**config.mk**
```make
export PLATFORM = sky130hd
export DESIGN_NAME = cb_prefix_sequencer_flat
export DESIGN_NICKNAME = d
export VERILOG_FILES = /design/src/rtl/cb_prefix_sequencer_if.sv /design/src/rtl/cb_prefix_sequencer.sv /design/src/flat_wrapper.sv
export SDC_FILE = /design/constraint.sdc
export NUM_CORES = 1
export LEC_CHECK = 0
export CAP_MARGIN = 15
export CORE_UTILIZATION = 39
export DETAILED_ROUTE_END_ITERATION = 10
export PLACE_DENSITY = 0.8
export SLEW_MARGIN = 20
export SYNTH_ARGS = -nofsm -noshare
export SYNTH_HDL_FRONTEND = slang
export SYNTH_SLANG_ARGS = --single-unit
```
**constraint.sdc**
```tcl
create_clock -name clk -period 1.97 [get_ports clk]
set_input_delay 0.197 -clock clk [delete_from_list [all_inputs] [get_ports clk]]
set_output_delay 0.197 -clock clk [all_outputs]
set_load 0.01 [all_outputs]
```
**src/rtl/cb_prefix_sequencer_if.sv**
```systemverilog
// Purpose: bundles the opcode handshake, register-file, memory, bit-ALU and flag
//          signals of the CB-prefix sequencer into a single port.
// Ports  : slave  = sequencer side (drives op_ready, rf_*, mem_* requests, alu_op/in, f_*, done, err)
//          master = core / register file / memory / ALU side (drives everything else)
interface cb_prefix_sequencer_if;
  logic        op_valid;
  logic [7:0]  op_byte;
  logic        op_ready;
  logic [2:0]  rf_sel;
  logic [7:0]  rf_rdata;
  logic        rf_we;
  logic [7:0]  rf_wdata;
  logic [15:0] hl;
  logic [15:0] mem_addr;
  logic        mem_rd;
  logic        mem_wr;
  logic [7:0]  mem_wdata;
  logic [7:0]  mem_rdata;
  logic        mem_ack;
  logic [4:0]  alu_op;
  logic [7:0]  alu_in;
  logic        alu_c_in;
  logic [7:0]  alu_out;
  logic        alu_c;
  logic        alu_z;
  logic [3:0]  f_in;
  logic        f_we;
  logic [3:0]  f_out;
  logic        done;
  logic        err;

  modport slave (
    input  op_valid, op_byte, rf_rdata, hl, mem_rdata, mem_ack,
           alu_out, alu_c, alu_z, f_in,
    output op_ready, rf_sel, rf_we, rf_wdata, mem_addr, mem_rd, mem_wr, mem_wdata,
           alu_op, alu_in, alu_c_in, f_we, f_out, done, err
  );

  modport master (
    output op_valid, op_byte, rf_rdata, hl, mem_rdata, mem_ack,
           alu_out, alu_c, alu_z, f_in,
    input  op_ready, rf_sel, rf_we, rf_wdata, mem_addr, mem_rd, mem_wr, mem_wdata,
           alu_op, alu_in, alu_c_in, f_we, f_out, done, err
  );
endinterface

```
**src/rtl/cb_prefix_sequencer.sv**
```systemverilog
// Purpose : sequences one CB-page instruction (rotate/shift/SWAP/BIT/RES/SET) from opcode to writeback.
// Latency : register operand done 1 cycle after accept; (HL) = read wait + 1 (+ write wait if not BIT).
// Backpr. : op_ready only in IDLE; memory reads/writes hold until mem_ack (optional timeout).
// Ports   : clk, rst_n (async active-low), bus = cb_prefix_sequencer_if.slave.
// Option  : define CB_MEM_TIMEOUT_EN to abort a memory wait after TIMEOUT_CYCLES cycles with an err pulse.
module cb_prefix_sequencer #(
  parameter int TIMEOUT_CYCLES = 15
) (
  input  logic                 clk,
  input  logic                 rst_n,
  cb_prefix_sequencer_if.slave bus
);

  typedef enum logic [1:0] {IDLE = 2'd0, EXEC = 2'd1, MEM_RD = 2'd2, MEM_WR = 2'd3} state_t;

  state_t      state_q, state_d;
  logic [7:0]  op_q, op_d;       // latched opcode
  logic [7:0]  opnd_q, opnd_d;   // byte read from (HL)
  logic [7:0]  res_q, res_d;     // ALU result waiting to be written to (HL)
  logic [15:0] addr_q, addr_d;   // HL captured at accept

  logic        is_mem, is_bit, is_shift;
  logic [7:0]  operand;
  logic        bit_z;
  logic        timeout;

  logic        op_ready, rf_we, mem_rd, mem_wr, f_we, done, err;
  logic [7:0]  rf_wdata, mem_wdata, alu_in;
  logic [15:0] mem_addr;
  logic [3:0]  f_out;

  assign is_mem   = (op_q[2:0] == 3'd6);
  assign is_bit   = (op_q[7:6] == 2'b01);
  assign is_shift = (op_q[7:6] == 2'b00);
  assign operand  = is_mem ? opnd_q : bus.rf_rdata;
  // BIT computes Z from the operand itself; the ALU zero flag is not trusted for it.
  assign bit_z    = ~operand[op_q[5:3]];

  // Only the carry of the incoming flags feeds the datapath.
  logic unused_flags;
  assign unused_flags = ^bus.f_in[3:1];

`ifdef CB_MEM_TIMEOUT_EN
  localparam int CW = $clog2(TIMEOUT_CYCLES + 1);
  localparam logic [CW-1:0] WAIT_LAST = CW'(TIMEOUT_CYCLES - 1);
  logic [CW-1:0] wait_q, wait_d;

  // wait_q is 0 in the first wait cycle, so WAIT_LAST marks wait cycle TIMEOUT_CYCLES.
  assign timeout = (wait_q == WAIT_LAST);

  always_comb begin
    wait_d = '0;  // clears outside the wait states, hence on every entry
    if ((state_q == MEM_RD || state_q == MEM_WR) && !bus.mem_ack && !timeout)
      wait_d = wait_q + 1'b1;
  end

  always_ff @(posedge clk or negedge rst_n) begin
    if (!rst_n) wait_q <= '0;
    else        wait_q <= wait_d;
  end
`else
  localparam int unused_timeout_cycles = TIMEOUT_CYCLES;
  assign timeout = 1'b0;
`endif

  always_comb begin
    state_d   = state_q;
    op_d      = op_q;
    opnd_d    = opnd_q;
    res_d     = res_q;
    addr_d    = addr_q;
    op_ready  = 1'b0;
    rf_we     = 1'b0;
    rf_wdata  = 8'h00;
    mem_rd    = 1'b0;
    mem_wr    = 1'b0;
    mem_addr  = 16'h0000;
    mem_wdata = 8'h00;
    alu_in    = 8'h00;
    f_we      = 1'b0;
    f_out     = 4'h0;
    done      = 1'b0;
    err       = 1'b0;
    unique case (state_q)
      IDLE: begin
        op_ready = 1'b1;
        if (bus.op_valid) begin
          op_d    = bus.op_byte;
          addr_d  = bus.hl;
          state_d = (bus.op_byte[2:0] == 3'd6) ? MEM_RD : EXEC;
        end
      end
      MEM_RD: begin
        mem_rd   = 1'b1;
        mem_addr = addr_q;
        if (bus.mem_ack) begin
          opnd_d  = bus.mem_rdata;
          state_d = EXEC;
        end else if (timeout) begin
          err     = 1'b1;
          state_d = IDLE;
        end
      end
      EXEC: begin
        alu_in = operand;
        if (is_shift) begin
          f_we  = 1'b1;
          f_out = {bus.alu_z, 1'b0, 1'b0, bus.alu_c};
        end else if (is_bit) begin
          f_we  = 1'b1;
          f_out = {bit_z, 1'b0, 1'b1, bus.f_in[0]};
        end
        if (is_mem && !is_bit) begin
          res_d   = bus.alu_out;
          state_d = MEM_WR;
        end else begin
          rf_we    = !is_mem && !is_bit;
          rf_wdata = rf_we ? bus.alu_out : 8'h00;
          done     = 1'b1;
          state_d  = IDLE;
        end
      end
      MEM_WR: begin
        mem_wr    = 1'b1;
        mem_addr  = addr_q;
        mem_wdata = res_q;
        if (bus.mem_ack) begin
          done    = 1'b1;
          state_d = IDLE;
        end else if (timeout) begin
          err     = 1'b1;
          state_d = IDLE;
        end
      end
      default: state_d = IDLE;
    endcase
  end

  always_ff @(posedge clk or negedge rst_n) begin
    if (!rst_n) begin
      state_q <= IDLE;
      op_q    <= 8'h00;
      opnd_q  <= 8'h00;
      res_q   <= 8'h00;
      addr_q  <= 16'h0000;
    end else begin
      state_q <= state_d;
      op_q    <= op_d;
      opnd_q  <= opnd_d;
      res_q   <= res_d;
      addr_q  <= addr_d;
    end
  end

  assign bus.op_ready  = op_ready;
  assign bus.rf_sel    = op_q[2:0];
  assign bus.rf_we     = rf_we;
  assign bus.rf_wdata  = rf_wdata;
  assign bus.mem_addr  = mem_addr;
  assign bus.mem_rd    = mem_rd;
  assign bus.mem_wr    = mem_wr;
  assign bus.mem_wdata = mem_wdata;
  assign bus.alu_op    = {op_q[7:6], op_q[5:3]};
  assign bus.alu_in    = alu_in;
  assign bus.alu_c_in  = bus.f_in[0];
  assign bus.f_we      = f_we;
  assign bus.f_out     = f_out;
  assign bus.done      = done;
  assign bus.err       = err;

endmodule

```
**src/flat_wrapper.sv**
```systemverilog
// flat-port wrapper written by rule: the top's interface ports become plain ports
module cb_prefix_sequencer_flat 
#(
  parameter int TIMEOUT_CYCLES = 15
)
  (clk, rst_n, bus_op_valid, bus_op_byte, bus_rf_rdata, bus_hl, bus_mem_rdata, bus_mem_ack, bus_alu_out, bus_alu_c, bus_alu_z, bus_f_in, bus_op_ready, bus_rf_sel, bus_rf_we, bus_rf_wdata, bus_mem_addr, bus_mem_rd, bus_mem_wr, bus_mem_wdata, bus_alu_op, bus_alu_in, bus_alu_c_in, bus_f_we, bus_f_out, bus_done, bus_err);
  cb_prefix_sequencer_if bus_i ();
  input  logic clk;
  input  logic rst_n;
  input wire logic [$bits(bus_i.op_valid)-1:0] bus_op_valid;
  input wire logic [$bits(bus_i.op_byte)-1:0] bus_op_byte;
  input wire logic [$bits(bus_i.rf_rdata)-1:0] bus_rf_rdata;
  input wire logic [$bits(bus_i.hl)-1:0] bus_hl;
  input wire logic [$bits(bus_i.mem_rdata)-1:0] bus_mem_rdata;
  input wire logic [$bits(bus_i.mem_ack)-1:0] bus_mem_ack;
  input wire logic [$bits(bus_i.alu_out)-1:0] bus_alu_out;
  input wire logic [$bits(bus_i.alu_c)-1:0] bus_alu_c;
  input wire logic [$bits(bus_i.alu_z)-1:0] bus_alu_z;
  input wire logic [$bits(bus_i.f_in)-1:0] bus_f_in;
  output wire logic [$bits(bus_i.op_ready)-1:0] bus_op_ready;
  output wire logic [$bits(bus_i.rf_sel)-1:0] bus_rf_sel;
  output wire logic [$bits(bus_i.rf_we)-1:0] bus_rf_we;
  output wire logic [$bits(bus_i.rf_wdata)-1:0] bus_rf_wdata;
  output wire logic [$bits(bus_i.mem_addr)-1:0] bus_mem_addr;
  output wire logic [$bits(bus_i.mem_rd)-1:0] bus_mem_rd;
  output wire logic [$bits(bus_i.mem_wr)-1:0] bus_mem_wr;
  output wire logic [$bits(bus_i.mem_wdata)-1:0] bus_mem_wdata;
  output wire logic [$bits(bus_i.alu_op)-1:0] bus_alu_op;
  output wire logic [$bits(bus_i.alu_in)-1:0] bus_alu_in;
  output wire logic [$bits(bus_i.alu_c_in)-1:0] bus_alu_c_in;
  output wire logic [$bits(bus_i.f_we)-1:0] bus_f_we;
  output wire logic [$bits(bus_i.f_out)-1:0] bus_f_out;
  output wire logic [$bits(bus_i.done)-1:0] bus_done;
  output wire logic [$bits(bus_i.err)-1:0] bus_err;
  assign bus_i.op_valid = bus_op_valid;
  assign bus_i.op_byte = bus_op_byte;
  assign bus_i.rf_rdata = bus_rf_rdata;
  assign bus_i.hl = bus_hl;
  assign bus_i.mem_rdata = bus_mem_rdata;
  assign bus_i.mem_ack = bus_mem_ack;
  assign bus_i.alu_out = bus_alu_out;
  assign bus_i.alu_c = bus_alu_c;
  assign bus_i.alu_z = bus_alu_z;
  assign bus_i.f_in = bus_f_in;
  assign bus_op_ready = bus_i.op_ready;
  assign bus_rf_sel = bus_i.rf_sel;
  assign bus_rf_we = bus_i.rf_we;
  assign bus_rf_wdata = bus_i.rf_wdata;
  assign bus_mem_addr = bus_i.mem_addr;
  assign bus_mem_rd = bus_i.mem_rd;
  assign bus_mem_wr = bus_i.mem_wr;
  assign bus_mem_wdata = bus_i.mem_wdata;
  assign bus_alu_op = bus_i.alu_op;
  assign bus_alu_in = bus_i.alu_in;
  assign bus_alu_c_in = bus_i.alu_c_in;
  assign bus_f_we = bus_i.f_we;
  assign bus_f_out = bus_i.f_out;
  assign bus_done = bus_i.done;
  assign bus_err = bus_i.err;
  cb_prefix_sequencer #(.TIMEOUT_CYCLES(TIMEOUT_CYCLES)) u_core (.clk(clk), .rst_n(rst_n), .bus(bus_i));
endmodule
```
==> flow_summary.ini, run 1 <==
[timing]
hold_ws_ns = 0.472
worst_slack_ns = -0.260
rsz0062_at_grt = yes
final.setup.tns_ns = -0.260
relSlewSlack_pct = 52.9
fin_crit_sh_pct = 113
hold_viol = 0
setup_viol = 1
fin_crit_ns = 2.23
fmax_mhz = 448
finalClockSkew_ns = 0.00864
worst_pin_slew_ns = 0.706
maxSlewViolCount = 0

[yosys]
synth.top_cell.area_share_pct = 47.5
avgSynthCellArea_um2 = 11.0
synthTopCellsByArea = dfrtp_1 48%, mux2_2 20%, and2_1 7.6%
synth_area_mm2 = 0.00221
synth_common_cells = 42 x dfrtp_1, 40 x mux2_2, 27 x and2_1
async_flop_share_pct = 100
synth_most_common_cell = dfrtp_1
yosys.cell_types.count = 30
synth_ff_type = dfrtp_1
syn_inst = 202
synth-seq-cells = 42
ys_seq_area_share_pct = 47.5
synth_top_area_cell = dfrtp_1
ys_warn_count = 0
synth_edf_count = 0

[detailed_routing]
viasPerCell = 4.89
ant_nets = 0
drtIter0Drc = 67
drc = 0
post_drt_wl_per_cell_um = 14.6
route.vias.total = 2021
wl_mm = 6.05
first_pass_iters = 6

[clock_network]
cts.clk_slew.worst_paths_ns = 0.08
cts_tree = yes
cts_buffers = 5
ctsLongestPathBuffers = 2
cts-htree-levels = 2
numClockSinks = 42
root_buffer = clkbuf_8
clk_latency_ns = 0.29

[layout]
multi_input_area_mm2 = 0.00112
drive_gt1_share_pct = 30.2
fin_nets = 398
fin_cells = 413
diodes = 0
area_delta_synth_final_pct = 66.1
fill_cells = 461
seq_area_mm2 = 0.00105

[setup_path]
critPathLaunchType = flop
cp_data_required_time_ns = 1.77
arrival_ns = 2.03
path_max_fanout = 3
crit_path_end_kind = output port
reg2reg_setup_slack_ns = 0.27
path_class = reg -> out

[global_route]
grt_usage_pct = 20.9
grt_pass1_vias = 2045
antenna_found_initial = 0
grt_max_degree = 33
grt_overflow = 0
grt_pass1_wl_mm = 9.79

[placed_design]
hpwl_mm = 4.50
post-place-ws_ns = -0.402
gp_congestion = 0.783
dp_cells = 401
io_buffers = 112

[floorplanning]
coreArea_mm2 = 0.00547
die_area_mm2 = 0.00598
initial_utilization_pct = 40.4
num_io_pins = 118
rows = 27
die-height_um = 77.3
die_w_um = 77.3

[power]
power_density_mw_per_mm2 = 1380
p_leak_nw = 1.67
peakVddDrop_v = 0.000659

[status]
status = complete, but fails checks
failed_checks = negative setup slack

[hold_path]
hp-class = in -> reg

[flow_run]
max-cap-violations = 0
-- flip-flops by register name, summed over array words and instances, names as in the netlist --
register        cells
u_core.addr_q      16
u_core.op_q         8
u_core.opnd_q       8
u_core.res_q        8
u_core.state_q      2
-- repair_timing --
item | in CTS | in global routing
gates cloned | 0 | 1
gates resized for setup | 29 | 38
endpoints found under the hold margin | 30 | 0
hold buffers | 1 | 0
pin swaps | 2 | 0
setup endpoints to repair | 20 | 18
setup buffers | 2 | 0
-- cells in the final DEF (no fill, tap or decap), types with 2 or more instances in the layout --
| cell type | instances |
|---|---|
| buf_4 | 27 |
| dfrtp_1 | 42 |
| a21oi_1 | 9 |
| nand2b_1 | 2 |
| dlygate4sd2_1 | 5 |
| nor2_4 | 2 |
| dlymetal6s2s_1 | 2 |
| o21ai_0 | 2 |
| nor2_1 | 6 |
| and3_1 | 8 |
| and2_1 | 27 |
| buf_6 | 2 |
| a211oi_2 | 2 |
| nor2b_1 | 5 |
| buf_2 | 2 |
| a211oi_1 | 2 |
| nand2_1 | 21 |
| mux2_2 | 39 |
| conb_1 | 2 |
| clkbuf_8 | 8 |
| clkbuf_2 | 14 |
| clkdlybuf4s50_1 | 89 |
| mux2i_1 | 5 |
-- cells by family after synthesis --
logic type	synth area share, %
simple gates	19.4
mux	22.6
flops	47.5
compound gates	6.90
buf+inv	3.39
other cells	0.170
-- metrics by stage --
stage | util (%) | total power, mW | area [µm²]
after floorplan | - | 2.92 | 2220
after global placement | 64.9 | 4.31 | 3550
after detailed placement | 64.9 | 4.41 | 3550
after CTS | 67.5 | 5.06 | 3700
after global routing | 67.1 | 5.42 | 3670
final | 67.1 | 5.08 | 3670
-- metal layers --
metal / vias to the layer above / share of wire (%) / GRT usage (%)
met5: - / 0 / 0
met4: 0 / 1.2 / 5.47
met3: 8 / 5.8 / 4.64
met2: 70 / 52 / 38.2
met1: 976 / 41 / 24.4
li1: 967 / - / -
-- critical path, stage by stage, from the launching register on --
cell and delay [ns]:
dfrtp_1 0.43, mux2_4 0.32, o2111a_1 0.23, or4_4 0.52, a21oi_2 0.12, buf_2 0.13
-- final timing paths --
path,startpoint,endpoint,depth (start not counted)
worst min-delay path,bus_op_byte[5],u_core.op_q[5],3
worst max register to register,u_core.state_q[1],u_core.res_q[5],5
max in group asynchronous,rst_n,u_core.addr_q[15],3
worst max-delay path,u_core.op_q[3],bus_f_out[3],5
min in group asynchronous,rst_n,u_core.opnd_q[7],2
worst min register to register,u_core.addr_q[2],u_core.addr_q[2],1
-- power breakdown --
group          internal [mW]  leakage [nW]  switching, mW
clock network          0.354        0.0575          0.291
registers               1.29         0.503          0.253
logic                   1.67          1.11           1.23
-- layout make-up --
class / count / area share (%)
Clock buffer: 8 / 3.00
Inverter: 1 / 0.102
Multi-Input combinational cell: 147 / 30.6
Sequential cell: 42 / 28.6
Tap cell: 72 / 2.45
Timing Repair Buffer: 143 / 35.2
No activity file was read; power rests on OpenSTA's default activity.
==> inputs of run 2 (changes only) <==
CORE_MARGIN = 2   (was not set)
CTS_CLUSTER_DIAMETER = 150   (was not set)
HOLD_SLACK_MARGIN = 0.02   (was not set)
==> run 2 against run 1 <==
The flow still finishes with violations (negative setup slack). Die area increased by 5.2%. Combinational power increased by 2%. Clock skew decreased by 0.0041 ns. Critical path depth unchanged. Fmax increased by 2.3%. Worst setup slack improved by 0.051 ns. Worst hold slack improved by 0.028 ns. Count of clock-buffer cells in the layout decreased by 1. Final cell count increased by 0.48%. Via count increased by 0.45%. Largest power group unchanged.
==> flow_summary.ini, run 2 (synthesis results as in run 1) <==
[status]
status = complete, but fails checks
failed_checks = negative setup slack

[clock_network]
root_buffer = clkbuf_8
cts_tree = yes
cts.clk_slew.worst_paths_ns = 0.07
cts_buffers = 5
clk_latency_ns = 0.29
ctsLongestPathBuffers = 2
cts-htree-levels = 2
numClockSinks = 42

[timing]
fin_crit_ns = 2.18
fin_crit_sh_pct = 111
worst_pin_slew_ns = 0.789
worst_slack_ns = -0.209
maxSlewViolCount = 0
rsz0062_at_grt = yes
setup_viol = 1
fmax_mhz = 459
finalClockSkew_ns = 0.00450
hold_viol = 0
relSlewSlack_pct = 47.4

[layout]
diodes = 0
largest_reg_flops = 16
final_common_cell = clkdlybuf4s50_1
fin_nets = 401
mostFrequentLayoutCells = 90 x clkdlybuf4s50_1, 42 x dfrtp_1, 39 x mux2_2, 29 x buf_4, 27 x and2_1
top_register = u_core.addr_q
fin_cells = 415
area_delta_synth_final_pct = 67.3
stdcell_area_mm2 = 0.00370
drive_gt1_share_pct = 28.6

[detailed_routing]
post_drt_wl_per_cell_um = 14.5
drc = 0
wl_mm = 6.03
first_pass_iters = 4
viasPerCell = 4.89
drtIter0Drc = 117
ant_nets = 0
route.vias.total = 2030

[setup_path]
reg2reg_depth = 5
reg2reg_setup_slack_ns = 0.26
critPathLaunchType = flop
critPathCapture = bus_f_out[3]
path_max_fanout = 3
cp_data_required_time_ns = 1.77
crit_path_end_kind = output port
arrival_ns = 1.98
crit_path_start = u_core.op_q[3]
r2r_end = u_core.res_q[0]
path_class = reg -> out
timing.rr.start = u_core.state_q[1]

[global_route]
antenna_found_initial = 0
grt_max_degree = 37
gr-usage-met1_pct = 22.1
met2_usage_pct = 35.1
grt_overflow = 0
gr-max-usage-layer = met2
grt_use_met3_pct = 5.34
grt_pass1_vias = 2105
grt_pass1_wl_mm = 9.47
grt_usage_pct = 19.3

[flow_run]
max-cap-violations = 0

[floorplanning]
die_area_mm2 = 0.00629
coreArea_mm2 = 0.00551
die_w_um = 79.3
die-height_um = 79.3
initial_utilization_pct = 40.2
rows = 27
num_io_pins = 118

[hold_path]
hp-class = reg -> reg

[power]
power_density_mw_per_mm2 = 1360
peakVddDrop_v = 0.000625
p_leak_nw = 1.68

[placed_design]
dp_cells = 402
io_buffers = 112
hpwl_mm = 4.49
placed_cell_area_mm2 = 0.00356
gp_congestion = 0.814
run 2: final cells by class:
| class | instances | area [µm²] |
|---|---|---|
| Clock buffer | 7 | 76.3 |
| Fill cell | 424 | 1810 |
| Inverter | 1 | 3.75 |
| Multi-Input combinational cell | 147 | 1140 |
| Sequential cell | 42 | 1050 |
| Tap cell | 72 | 90.1 |
| Timing Repair Buffer | 146 | 1340 |
run 2: worst min path at each step:
stage,to,cells after the start,slack [ns],from
CTS,u_core.addr_q[13],1,0.51,u_core.addr_q[13]
detailed placement,u_core.addr_q[1],1,0.33,rst_n
global placement,u_core.addr_q[1],1,0.33,rst_n
floorplan,u_core.addr_q[0],0,-0.1,rst_n
finish,u_core.addr_q[13],1,0.50,u_core.addr_q[13]
global route,u_core.op_q[4],2,0.50,bus_op_byte[4]
run 2: routing by layer:
metal  vias up  share of wire [%]
li1        976                  -
met1       986                 41
met2        62                 52
met3         6                6.3
met4         0               0.95
met5         -                  0
run 2: worst max-delay path, cell delays in order (launching register included):
cell and delay [ns]:
dfrtp_1 0.42, mux2_4 0.31, o2111a_1 0.23, or4_4 0.48, a21oi_2 0.12, buf_2 0.13
run 2: per-stage QoR:
step	setup WS (ns)	power (mW)	utilization [%]	setup TNS (ns)	hold slack (ns)
2_1_floorplan	0.0965	2.92	-	0	-0.0986
3_3_place_gp	-0.372	4.31	64.7	-0.372	0.327
3_5_place_dp	-0.372	4.40	64.7	-0.393	0.327
4_1_cts	-0.250	4.98	67.0	-0.250	0.505
5_1_grt	-0.312	5.35	67.2	-0.312	0.504
6_report	-0.209	5.02	67.2	-0.209	0.501
run 2: timing repair:
action,CTS,global route
endpoints found under the hold margin,24,0
pin swaps,1,2
buffers inserted,3,2
gates resized for setup,41,16
hold buffers,1,0
setup endpoints to repair,20,10
run 2: report_power, final:
part,switching (mW),internal [mW],leakage [nW]
registers,0.255,1.29,0.503
logic,1.23,1.73,1.14
clock network,0.268,0.244,0.0383
total,1.75,3.26,1.68
